--- config.mk ---
export PLATFORM = sky130hd
export DESIGN_NAME = us_burst_receiver
export DESIGN_NICKNAME = d
export VERILOG_FILES = /design/src/rtl/us_burst_receiver_pkg.sv /design/src/rtl/us_event_fifo.sv /design/src/rtl/us_burst_receiver.sv
export SDC_FILE = /design/constraint.sdc
export NUM_CORES = 1
export LEC_CHECK = 0
export ABC_AREA = 1
export CAP_MARGIN = 40
export CORE_ASPECT_RATIO = 0.8
export CORE_MARGIN = 5
export CORE_UTILIZATION = 40
export DETAILED_ROUTE_END_ITERATION = 6
export GPL_TIMING_DRIVEN = 0
export PLACE_DENSITY = 0.66
export REMOVE_ABC_BUFFERS = 1
export SYNTH_ARGS = -nofsm -noshare
export SYNTH_HDL_FRONTEND = slang
export SYNTH_SLANG_ARGS = --single-unit
export TNS_END_PERCENT = 50
--- constraint.sdc ---
create_clock -name clock -period 7.9 [get_ports clock]
set_input_delay 1.58 -clock clock [delete_from_list [all_inputs] [get_ports clock]]
set_output_delay 1.58 -clock clock [all_outputs]
set_load 0.1 [all_outputs]
--- src/rtl/us_burst_receiver_pkg.sv ---
// Shared types and constants for the ultrasonic burst receiver.
// State codes, register map and the queued event record.
package us_burst_receiver_pkg;

  localparam logic [2:0] ST_IDLE     = 3'd0;
  localparam logic [2:0] ST_QUALIFY  = 3'd1;
  localparam logic [2:0] ST_IN_BURST = 3'd2;
  localparam logic [2:0] ST_GAP      = 3'd3;
  localparam logic [2:0] ST_BLANK    = 3'd4;

  localparam logic [15:0] REG_HEAD_TS  = 16'h0000;
  localparam logic [15:0] REG_HEAD_LEN = 16'h0001;
  localparam logic [15:0] REG_STATUS   = 16'h0002;
  localparam logic [15:0] REG_TIME     = 16'h0003;

  localparam logic [31:0] EMPTY_PATTERN = 32'hDEADBEEF;

  typedef struct packed {
    logic [31:0] start_ts;
    logic [31:0] length;
  } evt_t;

endpackage

--- src/rtl/us_event_fifo.sv ---
// Small synchronous event queue with count/full/empty.
// Simultaneous push and pop are both honoured, even when full.
module us_event_fifo
  import us_burst_receiver_pkg::*;
#(
  parameter int DEPTH = 4
) (
  input  logic                     clock,
  input  logic                     reset,
  input  logic                     push,
  input  logic                     pop,
  input  evt_t                     din,
  output evt_t                     dout,
  output logic [$clog2(DEPTH):0]   count,
  output logic                     full,
  output logic                     empty
);

  localparam int AW = $clog2(DEPTH);

  evt_t           mem [DEPTH];
  logic [AW-1:0]  wr_ptr;
  logic [AW-1:0]  rd_ptr;
  logic           do_push;
  logic           do_pop;

  assign empty   = (count == '0);
  assign full    = (count == (AW+1)'(DEPTH));
  assign do_pop  = pop && !empty;
  assign do_push = push && (!full || do_pop);
  assign dout    = mem[rd_ptr];

  always_ff @(posedge clock) begin
    if (do_push) mem[wr_ptr] <= din;
  end

  always_ff @(posedge clock) begin
    if (reset) begin
      wr_ptr <= '0;
      rd_ptr <= '0;
      count  <= '0;
    end else begin
      if (do_push) wr_ptr <= wr_ptr + 1'b1;
      if (do_pop)  rd_ptr <= rd_ptr + 1'b1;
      count <= count + (AW+1)'(do_push) - (AW+1)'(do_pop);
    end
  end

endmodule

--- src/rtl/us_burst_receiver.sv ---
// Piezo burst detector: sync, glitch reject, echo blanking,
// timestamped event queue read over Avalon-MM.
module us_burst_receiver
  import us_burst_receiver_pkg::*;
#(
  parameter int SYNC_STAGES  = 2,
  parameter int MIN_PULSE    = 16,
  parameter int GAP_CYCLES   = 2000,
  parameter int BLANK_CYCLES = 7000,
  parameter int FIFO_DEPTH   = 4
) (
  input  logic        clock,
  input  logic        reset,
  input  logic        piezo_interface_in,
  input  logic        tx_active,
  input  logic [15:0] avalon_slave_address,
  input  logic        avalon_slave_write,
  input  logic [31:0] avalon_slave_writedata,
  input  logic        avalon_slave_read,
  output logic [31:0] avalon_slave_readdata,
  output logic        avalon_slave_waitrequest,
  output logic        burst_valid,
  output logic [31:0] burst_timestamp
);

  localparam int HW = $clog2(MIN_PULSE + 1);
  localparam int GW = $clog2(GAP_CYCLES + 1);
  localparam int BW = $clog2(BLANK_CYCLES + 1);
  localparam int CW = $clog2(FIFO_DEPTH) + 1;

  logic [SYNC_STAGES-1:0] sync_q;
  logic                   s_in;
  logic [2:0]             state;
  logic [HW-1:0]          hi_cnt;
  logic [GW-1:0]          gap_cnt;
  logic [BW-1:0]          blank_cnt;
  logic [31:0]            time_cnt;
  logic [31:0]            ts_now;
  logic [31:0]            start_ts;
  logic [31:0]            last_hi;
  logic [7:0]             glitch_cnt;
  logic                   overrun;
  logic                   enable;
  logic                   wait_flag;
  logic [15:0]            reg_sel;
  logic                   wr_en;
  logic                   push;
  logic                   pop;
  evt_t                   new_evt;
  evt_t                   head;
  logic [CW-1:0]          count;
  logic                   full;
  logic                   empty;
  logic [31:0]            rd_mux;

  assign s_in    = sync_q[SYNC_STAGES-1];
  assign ts_now  = time_cnt - 32'(SYNC_STAGES);
  assign reg_sel = avalon_slave_address >> 8;

  assign avalon_slave_waitrequest = avalon_slave_read && wait_flag;
  assign wr_en = avalon_slave_write && !avalon_slave_waitrequest;
  assign pop   = wr_en && (reg_sel == REG_HEAD_TS);

  assign push = (state == ST_GAP) && !s_in && !tx_active && enable
             && (gap_cnt == GW'(GAP_CYCLES - 1));

  assign new_evt = '{start_ts: start_ts,
                     length:   last_hi - start_ts + 32'd1};

  us_event_fifo #(.DEPTH(FIFO_DEPTH)) u_fifo (
    .clock (clock),
    .reset (reset),
    .push  (push),
    .pop   (pop),
    .din   (new_evt),
    .dout  (head),
    .count (count),
    .full  (full),
    .empty (empty)
  );

  always_ff @(posedge clock) begin
    if (reset) begin
      sync_q   <= '0;
      time_cnt <= '0;
      enable   <= 1'b1;
      overrun  <= 1'b0;
    end else begin
      sync_q <= {sync_q[SYNC_STAGES-2:0], piezo_interface_in};
      if (wr_en && reg_sel == REG_TIME)
        time_cnt <= avalon_slave_writedata;
      else
        time_cnt <= time_cnt + 32'd1;
      if (wr_en && reg_sel == REG_STATUS)
        enable <= (avalon_slave_writedata != '0);
      if (push && full && !pop)
        overrun <= 1'b1;
      else if (wr_en && reg_sel == REG_HEAD_LEN)
        overrun <= 1'b0;
    end
  end

  always_ff @(posedge clock) begin
    if (reset) begin
      state      <= ST_IDLE;
      hi_cnt     <= '0;
      gap_cnt    <= '0;
      blank_cnt  <= '0;
      start_ts   <= '0;
      last_hi    <= '0;
      glitch_cnt <= '0;
    end else begin
      if (tx_active) begin
        state     <= ST_BLANK;
        blank_cnt <= '0;
      end else if (!enable && state != ST_BLANK) begin
        state <= ST_IDLE;
      end else begin
        case (state)
          ST_IDLE: if (s_in) begin
            state    <= ST_QUALIFY;
            start_ts <= ts_now;
            last_hi  <= ts_now;
            hi_cnt   <= HW'(1);
          end
          ST_QUALIFY: if (s_in) begin
            hi_cnt  <= hi_cnt + 1'b1;
            last_hi <= ts_now;
            if (hi_cnt == HW'(MIN_PULSE - 1)) state <= ST_IN_BURST;
          end else begin
            state <= ST_IDLE;
            if (glitch_cnt != 8'hFF) glitch_cnt <= glitch_cnt + 8'd1;
          end
          ST_IN_BURST: if (s_in) begin
            last_hi <= ts_now;
          end else begin
            state   <= ST_GAP;
            gap_cnt <= GW'(1);
          end
          ST_GAP: if (s_in) begin
            state   <= ST_IN_BURST;
            last_hi <= ts_now;
          end else if (push) begin
            state <= ST_IDLE;
          end else begin
            gap_cnt <= gap_cnt + 1'b1;
          end
          ST_BLANK: if (blank_cnt == BW'(BLANK_CYCLES - 1))
            state <= ST_IDLE;
          else
            blank_cnt <= blank_cnt + 1'b1;
          default: state <= ST_IDLE;
        endcase
      end
      if (wr_en && reg_sel == REG_HEAD_LEN) glitch_cnt <= '0;
    end
  end

  always_comb begin
    rd_mux = EMPTY_PATTERN;
    unique case (1'b1)
      (reg_sel == REG_HEAD_TS):
        rd_mux = empty ? EMPTY_PATTERN : head.start_ts;
      (reg_sel == REG_HEAD_LEN):
        rd_mux = empty ? EMPTY_PATTERN : head.length;
      (reg_sel == REG_STATUS):
        rd_mux = {15'd0, overrun, glitch_cnt, 8'(count)};
      (reg_sel == REG_TIME):
        rd_mux = time_cnt;
      default: ;
    endcase
  end

  // One wait state per read: capture on the stalled cycle, release next.
  always_ff @(posedge clock) begin
    if (reset) begin
      avalon_slave_readdata <= '0;
      wait_flag             <= 1'b1;
      burst_valid           <= 1'b0;
      burst_timestamp       <= '0;
    end else begin
      if (avalon_slave_read && wait_flag) begin
        avalon_slave_readdata <= rd_mux;
        wait_flag             <= 1'b0;
      end else begin
        wait_flag <= 1'b1;
      end
      burst_valid <= push;
      if (push) burst_timestamp <= start_ts;
    end
  end

endmodule
==> results.txt, run 1 <==
Status = finished clean
Number of search-and-repair iterations in the first detailed-routing pass = 5
Hold-fix buffers, CTS = 0
Post-route minimum period = 5.62 ns
Post-CTS sizing = 0
Yosys warnings = 0
Required time of the worst setup path = 6.32 ns
Post-detailed-route DRC marker count = 0
Slew of the pin with the lowest slew margin = 0.919 ns
Netlist area before placement = 23,700 µm²
Peak ir drop on the vdd network = 194 µV
Number of nets with antenna violations after routing = 0
Fraction of power spent switching nets = 26.6%
Die boundary height = 228 µm
Worst-skew pair later-pin latency = 0.59 ns
Biggest area contributors in the synthesized netlist = edfxtp_1 32%, dfxtp_1 18%, nand2_1 13%
Final weighted congestion in routability-driven placement = 0.965
Capturing element type of the critical path = primary output
Number of clock buffers inserted by TritonCTS = 46
Worst setup SP type = input port
Root Buffer = clkbuf_16
Slew Limit Headroom = 38.6%
Post-synthesis area per instance = 7.85 µm²
Gate count of the mapped netlist = 3,022
Part of the Yosys area used for sequential elements = 50.6%
Count of routing violations after the opening detailed-route iteration = 2,364
Internal power = 0.00416 W
Number of top-level design ports = 120
Post-detailed-placement half-perimeter wirelength = 51,900 µm
Ant. Diodes = 0
Number of global-route vias before repair = 19,188
Number of antenna violations at the first check in global routing = 0
Horizontal extent of the die = 282 µm
Post-CTS Setup Bufs = 0
M2 GR Usage = 32.9%
Switching pwr = 0.00151 W
Global-route wire length before repair = 111,000 µm
Remaining global-route overflow = 0
Aggregate global-route resource usage = 21.8%
Post-synth top area share = 32.4%
Global routing met3 resource utilization = 3.40%
Number of rows created at floorplan = 79
Number of standard cells in the layout, taps in and fillers out = 3,953
Nets@finish = 3,277
Fin Clk Skew = 0.0225 ns
Filler instances = 5,467
Commonest non-fill, non-tap cells in the layout = 790 x nand2_1, 403 x nor2_1, 323 x inv_1
Max-cap violations = 0
Highest Clock Rate = 0.178 GHz
Hold/Removal Path Class = reg -> reg
Crit path max fanout = 18
Placed Instance Area = 27,300 µm²
Clock-pin slew of the registers on the worst-case setup and hold paths = 0.06 ns
Unrepaired setup endpoints after global routing = false
Maximum clock insertion buffer count = 3
Met1 track utilization from global routing = 33.6%
H-tree depth = 2
Number of distinct standard cells referenced by the synthesized netlist = 38
Area Growth Syn to Fin = 21.4%
Placed Cells incl. Taps = 3,867
Number of port buffers = 111
Portion of total power attributed to combinational logic = 12.9%
Total clock sinks = 471
Vias = 20,764
Commonest non-fill, non-tap cell in the layout = nand2_1
Worst Path Arrival = 4.04 ns
Largest area contributor in the netlist = edfxtp_1
Number of hold-slack violations in the final timing report = 0
Peak-usage layer in the global routing report = met1
Layout Cell Area excl Fill = 28,800 µm²
Placeable core region = 58,400 µm²
Register bit count reported by yosys = 471
Number of pins exceeding their max-slew limit in the final report = 0
Ratio of cells with drive above 1 in the final layout = 6.31%
Effective utilization at floorplan = 40.6%
Critical path start-end classification = in -> out
Power density normalized to cell area = 197 nW/µm²
Wire per inst = 18.3 µm
Largest net degree at the start of global routing = 83
Share of total power in sequential cells = 47.4%
Period utilisation layout = 71.1%
Routed WL = 72,300 µm
Static leakage = 12.0 nW
# setup viols final = 0
CTS tree = yes
Vias per cell = 5.25
Floorplan die area = 64,300 µm²
Clock group share of total power = 39.7%
-- area by class of cell --
cell class | instances | area, µm² | share of cell area, %
Inverter | 331 | 1250 | 4.33
Timing Repair Buffer | 207 | 3040 | 10.5
Clock buffer | 64 | 1270 | 4.41
Multi-Input combinational cell | 2089 | 10000 | 34.8
Sequential cell | 471 | 12000 | 41.7
Clock inverter | 22 | 259 | 0.899
Tap cell | 769 | 962 | 3.34
-- worst max-delay path, cell delays in order --
cell and delay [ns]:
clkdlybuf4s50_1 0.46, nand2_1 0.27, buf_16 0.27, inv_2 0.42, buf_16 0.23, clkdlybuf4s50_1 0.54
buf_8 0.20
-- state kept, by name, summed over array words and instances, names as in the netlist, named ones only --
register / flops
sync_q: 2
burst_valid: 1
u_fifo.rd_ptr: 2
gap_cnt: 11
wait_flag: 1
glitch_cnt: 8
avalon_slave_readdata: 32
state: 3
u_fifo.count: 3
blank_cnt: 13
hi_cnt: 5
u_fifo.wr_ptr: 2
enable: 1
burst_timestamp: 32
start_ts: 32
time_cnt: 32
overrun: 1
last_hi: 32
u_fifo.mem: 256
-- per-stage QoR --
step | setup slack [ns] | util, % | TNS (ns) | total power, W | hold slack (ns)
global route | 2.26 | 49.3 | 0 | 0.00586 | 0.424
floorplan | 1.25 | - | 0 | 0.00317 | 0.388
CTS | 2.28 | 49.3 | 0 | 0.00568 | 0.401
finish | 2.28 | 49.3 | 0 | 0.00567 | 0.400
detailed placement | 2.28 | 46.7 | 0 | 0.00345 | 0.392
global placement | -4.65 | 43.3 | -1298.57 | 0.00339 | 0.390
-- path summary, 6_finish.rpt --
kind	from	to	slack, ns	cells past startpoint
worst max-delay path	avalon_slave_read	avalon_slave_waitrequest	2.28	7
worst min-delay path	sync_q[0]	sync_q[1]	0.40	2
worst max register to register	state[2]	u_fifo.mem[2][61]	4.06	10
worst min register to register	sync_q[0]	sync_q[1]	0.40	2
-- power groups by stage --
stage	clock [W]	combinational, W	sequential, W
finish	0.00225	0.000730	0.00269
global route	0.00238	0.000792	0.00269
CTS	0.00228	0.000717	0.00268
detailed placement	0	0.000713	0.00274
global placement	0	0.000655	0.00274
floorplan	0	0.000364	0.00280
-- synthesized netlist by cell type (all sizes together) --
cell and n:
ha 75, o211ai 31, nor3b 5, nor3 30, nand2 793, o21bai 8, nor4 7, a22oi 1
clkbuf 90, nand3b 5, a21boi 2, a21oi 139, edfxtp 256, fa 2, a21o 1, and2 1
dfxtp 215, xor2 36, inv 331, and3 1, nor2 413, buf 41, nand4 30, a211oi 1
or2 20, a31oi 5, nand3 274, xnor2 10, o21ai 199
-- kinds of logic (layout without fill, tap and decap cells) --
family / count (synthesis) / count (layout) / synth area share, %
simple gates: 1579 / 1579 / 27.5
flops: 471 / 471 / 50.6
buf+inv: 462 / 624 / 7.46
compound gates: 387 / 387 / 8.66
fa+ha+maj: 77 / 77 / 4.12
xor+xnor: 46 / 46 / 1.70
-- metal layers --
| metal | share of wire [%] | vias to the layer above |
|---|---|---|
| met4 | 1.7 | 0 |
| met2 | 43 | 858 |
| met3 | 8.3 | 95 |
| met5 | 0 | - |
| li1 | - | 10130 |
| met1 | 47 | 9681 |
Power figures use the tool's default switching activity.
==> run 2: changes to the inputs <==
==> constraint.sdc (replaced) <==
create_clock -name clock -period 5.39 [get_ports clock]
set_input_delay 1.078 -clock clock [delete_from_list [all_inputs] [get_ports clock]]
set_output_delay 1.078 -clock clock [all_outputs]
set_load 0.1 [all_outputs]
==> results of run 2 <==
Same layout as run 1 (identical final DEF). Status: finished clean.
Main changes from that run: setup slack after placement 2.28 ns -> 0.447 ns; setup slack after layout 2.28 ns -> 0.774 ns; register-to-register setup slack 4.06 ns -> 1.55 ns; total power 0.00567 W -> 0.00831 W; worst IR drop on VDD 194 µV -> 285 µV
